==> src/rtl/multicycle_control.sv <==
// -----------------------------------------------------------------------------
// multicycle_control
// Main-control FSM for the MiniMIPS multicycle datapath. Each instruction
// walks FETCH -> DECODE -> (EXEC -> [MEM] -> WB | BRANCH | JUMP | HALT) and
// returns to FETCH. Every cycle it drives the 3-bit ALUOp class consumed by
// ALUcontrol plus all datapath enables and mux selects. Memory accesses in
// FETCH/MEM complete on mem_ready; an optional wait limit turns a stalled
// access into a sticky mem_timeout and a transition to HALT.
//
// Parameters:
//   WAIT_LIMIT   max consecutive wait cycles per access (0 = unlimited, 1..255)
//
// Optional feature (macro CTRL_PERF_CNT_EN):
//   adds output instr_retired[15:0], a wrapping count of completed
//   instructions (returns to FETCH from WB, MEM(SW), BRANCH or JUMP).
//
// Ports:
//   clk, reset            rising-edge clock, async active-high reset
//   opcode[3:0]           IR[15:12], sampled in DECODE
//   zero                  ALU zero flag, used only in BRANCH
//   mem_ready             memory completes the access this cycle
//   ALUOp[2:0]            operation class for ALUcontrol
//   alu_src_a, alu_src_b  ALU operand selects
//   pc_we, pc_src         PC write enable / source select
//   ir_we                 instruction register write enable
//   mem_rd, mem_wr        memory requests
//   reg_we, reg_dst       register file write enable / destination select
//   mem_to_reg            write-back data select
//   halted                core stopped
//   illegal_op            one-cycle pulse on undefined opcode in DECODE
//   mem_timeout           sticky wait-limit violation flag
// -----------------------------------------------------------------------------
module multicycle_control #(
  parameter int unsigned WAIT_LIMIT = 32'd0
) (
  input  logic        clk,
  input  logic        reset,
  input  logic [3:0]  opcode,
  input  logic        zero,
  input  logic        mem_ready,
  output logic [2:0]  ALUOp,
  output logic        alu_src_a,
  output logic [1:0]  alu_src_b,
  output logic        pc_we,
  output logic [1:0]  pc_src,
  output logic        ir_we,
  output logic        mem_rd,
  output logic        mem_wr,
  output logic        reg_we,
  output logic        reg_dst,
  output logic        mem_to_reg,
  output logic        halted,
  output logic        illegal_op,
`ifdef CTRL_PERF_CNT_EN
  output logic [15:0] instr_retired,
`endif
  output logic        mem_timeout
);

  typedef enum logic [2:0] {
    S_FETCH  = 3'b000,
    S_DECODE = 3'b001,
    S_EXEC   = 3'b010,
    S_MEM    = 3'b011,
    S_WB     = 3'b100,
    S_BRANCH = 3'b101,
    S_JUMP   = 3'b110,
    S_HALT   = 3'b111
  } state_t;

  localparam logic [3:0] OP_R    = 4'b0000;
  localparam logic [3:0] OP_ADDI = 4'b0001;
  localparam logic [3:0] OP_ANDI = 4'b0010;
  localparam logic [3:0] OP_ORI  = 4'b0011;
  localparam logic [3:0] OP_SLTI = 4'b0100;
  localparam logic [3:0] OP_LW   = 4'b0101;
  localparam logic [3:0] OP_SW   = 4'b0110;
  localparam logic [3:0] OP_BEQ  = 4'b0111;
  localparam logic [3:0] OP_BNE  = 4'b1000;
  localparam logic [3:0] OP_J    = 4'b1001;
  localparam logic [3:0] OP_HALT = 4'b1111;

  localparam logic       LIMIT_EN = (WAIT_LIMIT != 32'd0);
  localparam logic [7:0] LIMIT    = WAIT_LIMIT[7:0];

  state_t     state_r;
  state_t     next_state_s;
  logic [3:0] op_r;
  logic [7:0] wait_cnt_r;
  logic [7:0] wait_cnt_s;
  logic       timeout_hit_s;

  // ALUOp class used in EXEC and held through WB.
  function automatic logic [2:0] exec_alu_op(input logic [3:0] op);
    case (op)
      OP_R:    return 3'b000;
      OP_ANDI: return 3'b100;
      OP_ORI:  return 3'b110;
      OP_SLTI: return 3'b101;
      default: return 3'b010;  // ADDI, LW, SW: add
    endcase
  endfunction

  // Second ALU operand select used in EXEC and held through WB.
  function automatic logic [1:0] exec_src_b(input logic [3:0] op);
    case (op)
      OP_R:            return 2'b00;
      OP_ANDI, OP_ORI: return 2'b11;  // logical immediates are zero-extended
      default:         return 2'b10;
    endcase
  endfunction

  // The wait limit fires in the cycle after the count has reached it.
  assign timeout_hit_s = LIMIT_EN && (wait_cnt_r == LIMIT) &&
                         ((state_r == S_FETCH) || (state_r == S_MEM));

  // Next-state and datapath control decode; everything is forced low in reset.
  always_comb begin
    next_state_s = state_r;
    ALUOp        = 3'b000;
    alu_src_a    = 1'b0;
    alu_src_b    = 2'b00;
    pc_we        = 1'b0;
    pc_src       = 2'b00;
    ir_we        = 1'b0;
    mem_rd       = 1'b0;
    mem_wr       = 1'b0;
    reg_we       = 1'b0;
    reg_dst      = 1'b0;
    mem_to_reg   = 1'b0;
    halted       = 1'b0;
    illegal_op   = 1'b0;
    if (reset) begin
      next_state_s = S_FETCH;
    end else begin
      case (state_r)
        S_FETCH: begin
          ALUOp     = 3'b010;
          alu_src_b = 2'b01;
          if (timeout_hit_s) begin
            next_state_s = S_HALT;
          end else begin
            mem_rd = 1'b1;
            if (mem_ready) begin
              ir_we        = 1'b1;
              pc_we        = 1'b1;
              next_state_s = S_DECODE;
            end else begin
              next_state_s = S_FETCH;
            end
          end
        end
        S_DECODE: begin
          case (opcode)
            OP_R, OP_ADDI, OP_ANDI, OP_ORI, OP_SLTI, OP_LW, OP_SW:
                          next_state_s = S_EXEC;
            OP_BEQ, OP_BNE: next_state_s = S_BRANCH;
            OP_J:           next_state_s = S_JUMP;
            OP_HALT:        next_state_s = S_HALT;
            default: begin
              illegal_op   = 1'b1;
              next_state_s = S_FETCH;
            end
          endcase
        end
        S_EXEC: begin
          ALUOp     = exec_alu_op(op_r);
          alu_src_a = 1'b1;
          alu_src_b = exec_src_b(op_r);
          if ((op_r == OP_LW) || (op_r == OP_SW)) begin
            next_state_s = S_MEM;
          end else begin
            next_state_s = S_WB;
          end
        end
        S_MEM: begin
          ALUOp = 3'b010;
          if (timeout_hit_s) begin
            next_state_s = S_HALT;
          end else begin
            if (op_r == OP_LW) begin
              mem_rd = 1'b1;
            end else begin
              mem_wr = 1'b1;
            end
            if (mem_ready) begin
              next_state_s = (op_r == OP_LW) ? S_WB : S_FETCH;
            end else begin
              next_state_s = S_MEM;
            end
          end
        end
        S_WB: begin
          ALUOp        = exec_alu_op(op_r);
          alu_src_a    = 1'b1;
          alu_src_b    = exec_src_b(op_r);
          reg_we       = 1'b1;
          reg_dst      = (op_r == OP_R);
          mem_to_reg   = (op_r == OP_LW);
          next_state_s = S_FETCH;
        end
        S_BRANCH: begin
          ALUOp        = 3'b001;
          alu_src_a    = 1'b1;
          pc_src       = 2'b01;
          pc_we        = (op_r == OP_BNE) ? ~zero : zero;
          next_state_s = S_FETCH;
        end
        S_JUMP: begin
          pc_src       = 2'b10;
          pc_we        = 1'b1;
          next_state_s = S_FETCH;
        end
        S_HALT: begin
          halted       = 1'b1;
          next_state_s = S_HALT;
        end
        default: begin
          next_state_s = S_FETCH;
        end
      endcase
    end
  end

  // Consecutive wait cycles of the current access; saturates at 255.
  always_comb begin
    wait_cnt_s = 8'd0;
    if (((state_r == S_FETCH) || (state_r == S_MEM)) && !mem_ready && !timeout_hit_s) begin
      if (wait_cnt_r != 8'hFF) begin
        wait_cnt_s = wait_cnt_r + 8'd1;
      end else begin
        wait_cnt_s = wait_cnt_r;
      end
    end else begin
      wait_cnt_s = 8'd0;
    end
  end

  // State, latched opcode, wait counter and sticky timeout flag.
  always_ff @(posedge clk or posedge reset) begin
    if (reset) begin
      state_r     <= S_FETCH;
      op_r        <= 4'b0000;
      wait_cnt_r  <= 8'd0;
      mem_timeout <= 1'b0;
    end else begin
      state_r    <= next_state_s;
      wait_cnt_r <= wait_cnt_s;
      if (state_r == S_DECODE) begin
        op_r <= opcode;
      end else begin
        op_r <= op_r;
      end
      // Flag is raised as the count reaches the limit; the access is
      // abandoned in the following cycle.
      if (LIMIT_EN && (wait_cnt_s == LIMIT)) begin
        mem_timeout <= 1'b1;
      end else begin
        mem_timeout <= mem_timeout;
      end
    end
  end

`ifdef CTRL_PERF_CNT_EN
  logic retire_s;

  // MEM returns straight to FETCH only for SW; illegal opcodes leave from DECODE.
  assign retire_s = (next_state_s == S_FETCH) &&
                    ((state_r == S_WB) || (state_r == S_MEM) ||
                     (state_r == S_BRANCH) || (state_r == S_JUMP));

  // Retired-instruction counter, wraps at 16 bits.
  always_ff @(posedge clk or posedge reset) begin
    if (reset) begin
      instr_retired <= 16'd0;
    end else if (retire_s) begin
      instr_retired <= instr_retired + 16'd1;
    end else begin
      instr_retired <= instr_retired;
    end
  end
`endif

endmodule
==> config.mk <==
export PLATFORM = sky130hd
export DESIGN_NAME = multicycle_control
export DESIGN_NICKNAME = d
export VERILOG_FILES = /design/src/rtl/multicycle_control.sv
export SDC_FILE = /design/constraint.sdc
export NUM_CORES = 1
export LEC_CHECK = 0
export ABC_AREA = 1
export CAP_MARGIN = 10
export CELL_PAD_IN_SITES_DETAIL_PLACEMENT = 1
export CELL_PAD_IN_SITES_GLOBAL_PLACEMENT = 2
export CORE_ASPECT_RATIO = 0.9
export CORE_UTILIZATION = 22
export CTS_CLUSTER_SIZE = 8
export DETAILED_ROUTE_END_ITERATION = 6
export GPL_TIMING_DRIVEN = 1
export PLACE_DENSITY = 0.87
export SLEW_MARGIN = 15
export SYNTH_ARGS = -nofsm -noshare
export SYNTH_HDL_FRONTEND = slang
export SYNTH_SLANG_ARGS = --single-unit
==> constraint.sdc <==
create_clock -name clk -period 1.9 [get_ports clk]
set_input_delay 0.38 -clock clk [delete_from_list [all_inputs] [get_ports clk]]
set_output_delay 0.38 -clock clk [all_outputs]
set_load 0.03 [all_outputs]
==> results.toml <==
[synth]
synth-seq-cells = 7
ys_async_sr_fraction_pct = 100
avgSynthCellArea_sq_um = 5.66
syn_inst = 122
yosysTopAreaCell = "dfrtp_1"
synth-seq-area-share_pct = 25.4
synth_cell_types = 22
yosys.area.top_type_share_pct = 25.4
yosys_warnings = 0
yosysMostFrequentCell = "nand2_1"
syn-cell-area_sq_um = 691
synth_common_cells = "30 x nand2_1, 22 x nor2_1, 18 x inv_1, 10 x nand3_1, 8 x a21oi_1"
syn-num-nets = 130
synth.area.top_cells = "dfrtp_1 25%, nand2_1 16%, nor2_1 12%"
ys.flop_type = "dfrtp_1"
synth_edf_count = 0

[placement]
post-dp-hpwl_mm = 1.93
io_buffer_count = 24
gp_congestion = 0.757

[timing]
fin_skew_ns = 0.000630
fin_crit_sh_pct = 98.2
fmax_mhz = 536
slew_viol_final = 0
finalSetupViolations = 0
hold_slack_ns = 0.467
rsz0062_at_grt = "yes"
setup_tns_ns = 0
final_hold_viol_count = 0
post-route-min-period_ns = 1.87

[routing]
totalWireLength_mm = 2.30
drt_iter0_drc = 24
maxUsedRoutingLayer = "met4"
drc = 0
wl_met2_mm = 1.14
wl_met3_microns = 60
vias = 899
wl_met1_mm = 1.08
wl_per_cell_microns = 11.6
dr.pass1.iters = 4
vias_per_cell = 4.54
detail-route-antenna-nets = 0

[power_and_ir_drop]
power-per-cell-area_nw_per_um2 = 581
vdd_drop_max_mv = 0.196
p_leak_nw = 0.586

[critical_path]
end_kind = "output pin"
path_cells = "inv_2 -> nand2_4 -> nor2_4 -> nand2_2 -> nand2_1 -> inv_1 -> a21oi_2 -> buf_6"
path_max_fanout = 4
worstSetupStartpointType = "flop"
crit_arrival_ns = 1.49
required_ns = 1.52
cp_slowest_stage_delay_ns = 0.42
crit_slowest_cell = "dfrtp_1"
criticalPathCategory = "reg -> out"

[clocking]
cts-buffers-inserted = 3
cts-root-buf = "clkbuf_4"
cts_max_level = 1
cts.path.max_buffers = 2
cts_tree = "done"
clk_latency_ns = 0.24
clk_pin_slew_worst_paths_ns = 0.05
cts_sinks = 7

[global_route]
grt_usage_pct = 13.8
grt-ovfl-total = 0
first_global_vias = 805
grt_pass1_wl_mm = 3.45
antenna_found_initial = 0
grt_max_degree = 12

[finish]
drive_gt1_share_pct = 38.0
syn_to_final_growth_pct = 65.0
final_nets = 167
num_antenna_cells = 0
fill_cells = 395

[floorplan]
rows = 18
core_sq_um = 2860
die-width_microns = 61.1
initial_utilization_pct = 24.1
fp.dieArea_sq_um = 3370
die_h_microns = 55.2
io_pins = 26

[flow_run]
maxCapViolCount = 0

[status]
status = "complete, no violations"

[worst_hold_path]
hold_class = "in -> async"
[cell type report]
class	instances	area (sq um)	share of cell area, %
Clock buffer	4	26.3	2.31
Multi-Input combinational cell	92	510	44.8
Timing Repair Buffer	36	304	26.7
Sequential cell	7	178	15.6
Inverter	19	71.3	6.26
Tap cell	40	50.0	4.39
[worst max-delay path: cells and delay by family (launching register included)]
family	cells	cell delay [ns]
flops	1	0.42
simple gates	4	0.36
compound gates	1	0.14
buf+inv	3	0.32
[report_power, final]
group | internal, mW | leakage [nW] | switching (mW) | total, mW
Combinational | 0.116 | 0.484 | 0.211 | 0.327
Clock | 0.0796 | 0.0150 | 0.0464 | 0.126
Sequential | 0.176 | 0.0870 | 0.0332 | 0.209
[flip-flops by register name (all words and copies together), names as in the netlist]
signal	cells
op_r	4
state_r	3
[layout by cell type (no fill, tap or decap), types with 2 or more instances in the layout]
cell type	synthesis	final
nand2_4	0	2
buf_6	0	2
clkdlybuf4s50_1	0	2
nand2_1	30	25
buf_4	2	27
nor3_2	1	2
nor2_1	22	18
clkbuf_4	0	3
inv_2	1	5
dfrtp_2	0	2
nor2_2	2	4
nand2_2	1	4
a21oi_2	0	3
dfrtp_1	7	5
inv_1	18	14
nand4_1	3	3
o21ai_0	5	5
nand3_1	10	9
a21oi_1	8	5
dlymetal6s2s_1	0	4
nor2_4	0	2
[repair_timing]
action | CTS | global route
buffers inserted | 0 | 5
gates resized for setup | 5 | 26
hold buffers | 0 | 0
setup endpoints to repair | 7 | 12
pin swaps | 0 | 6
[metal layers]
layer,vias up,track usage (%)
li1,457,-
met1,417,18.5
met2,23,24.5
met3,2,1.40
met4,0,2.27
met5,-,0
[path summary, 6_finish.rpt]
kind / from / end / slack, ns / cells after the start
max: state_r[1]$_DFF_PP0_ / pc_we / 0.03 / 8
max reg2reg: op_r[1]$_DFFE_PP0P_ / state_r[2]$_DFF_PP0_ / 0.64 / 8
min in group clk: opcode[3] / op_r[3]$_DFFE_PP0P_ / 0.47 / 3
min: reset / state_r[1]$_DFF_PP0_ / 0.47 / 3
min reg2reg: op_r[1]$_DFFE_PP0P_ / op_r[1]$_DFFE_PP0P_ / 0.65 / 2
max in group asynchronous: reset / state_r[2]$_DFF_PP0_ / 1.30 / 3
[kinds of logic (layout without fill, tap and decap cells)]
logic type      count (synthesis)  after routing  share of synthesized area (%)
other cells                     1              1                          0.543
simple gates                   74             74                           46.6
compound gates                 17             17                           14.0
flops                           7              7                           25.4
buf+inv                        23             59                           13.6
[through the flow]
stage | setup WS [ns] | cells | power, mW | utilization [%] | cell area [sq um]
2_1_floorplan | 0.0535 | 122 | 0.392 | - | 713
3_3_place_gp | -0.0205 | 189 | 0.484 | 34.6 | 991
3_5_place_dp | -0.0188 | 189 | 0.491 | 34.6 | 991
4_1_cts | -0.0147 | 193 | 0.629 | 36.0 | 1030
5_1_grt | -0.0858 | 198 | 0.723 | 39.9 | 1140
6_report | 0.0338 | 198 | 0.663 | 39.9 | 1140
(Power assumes the default switching activity.)
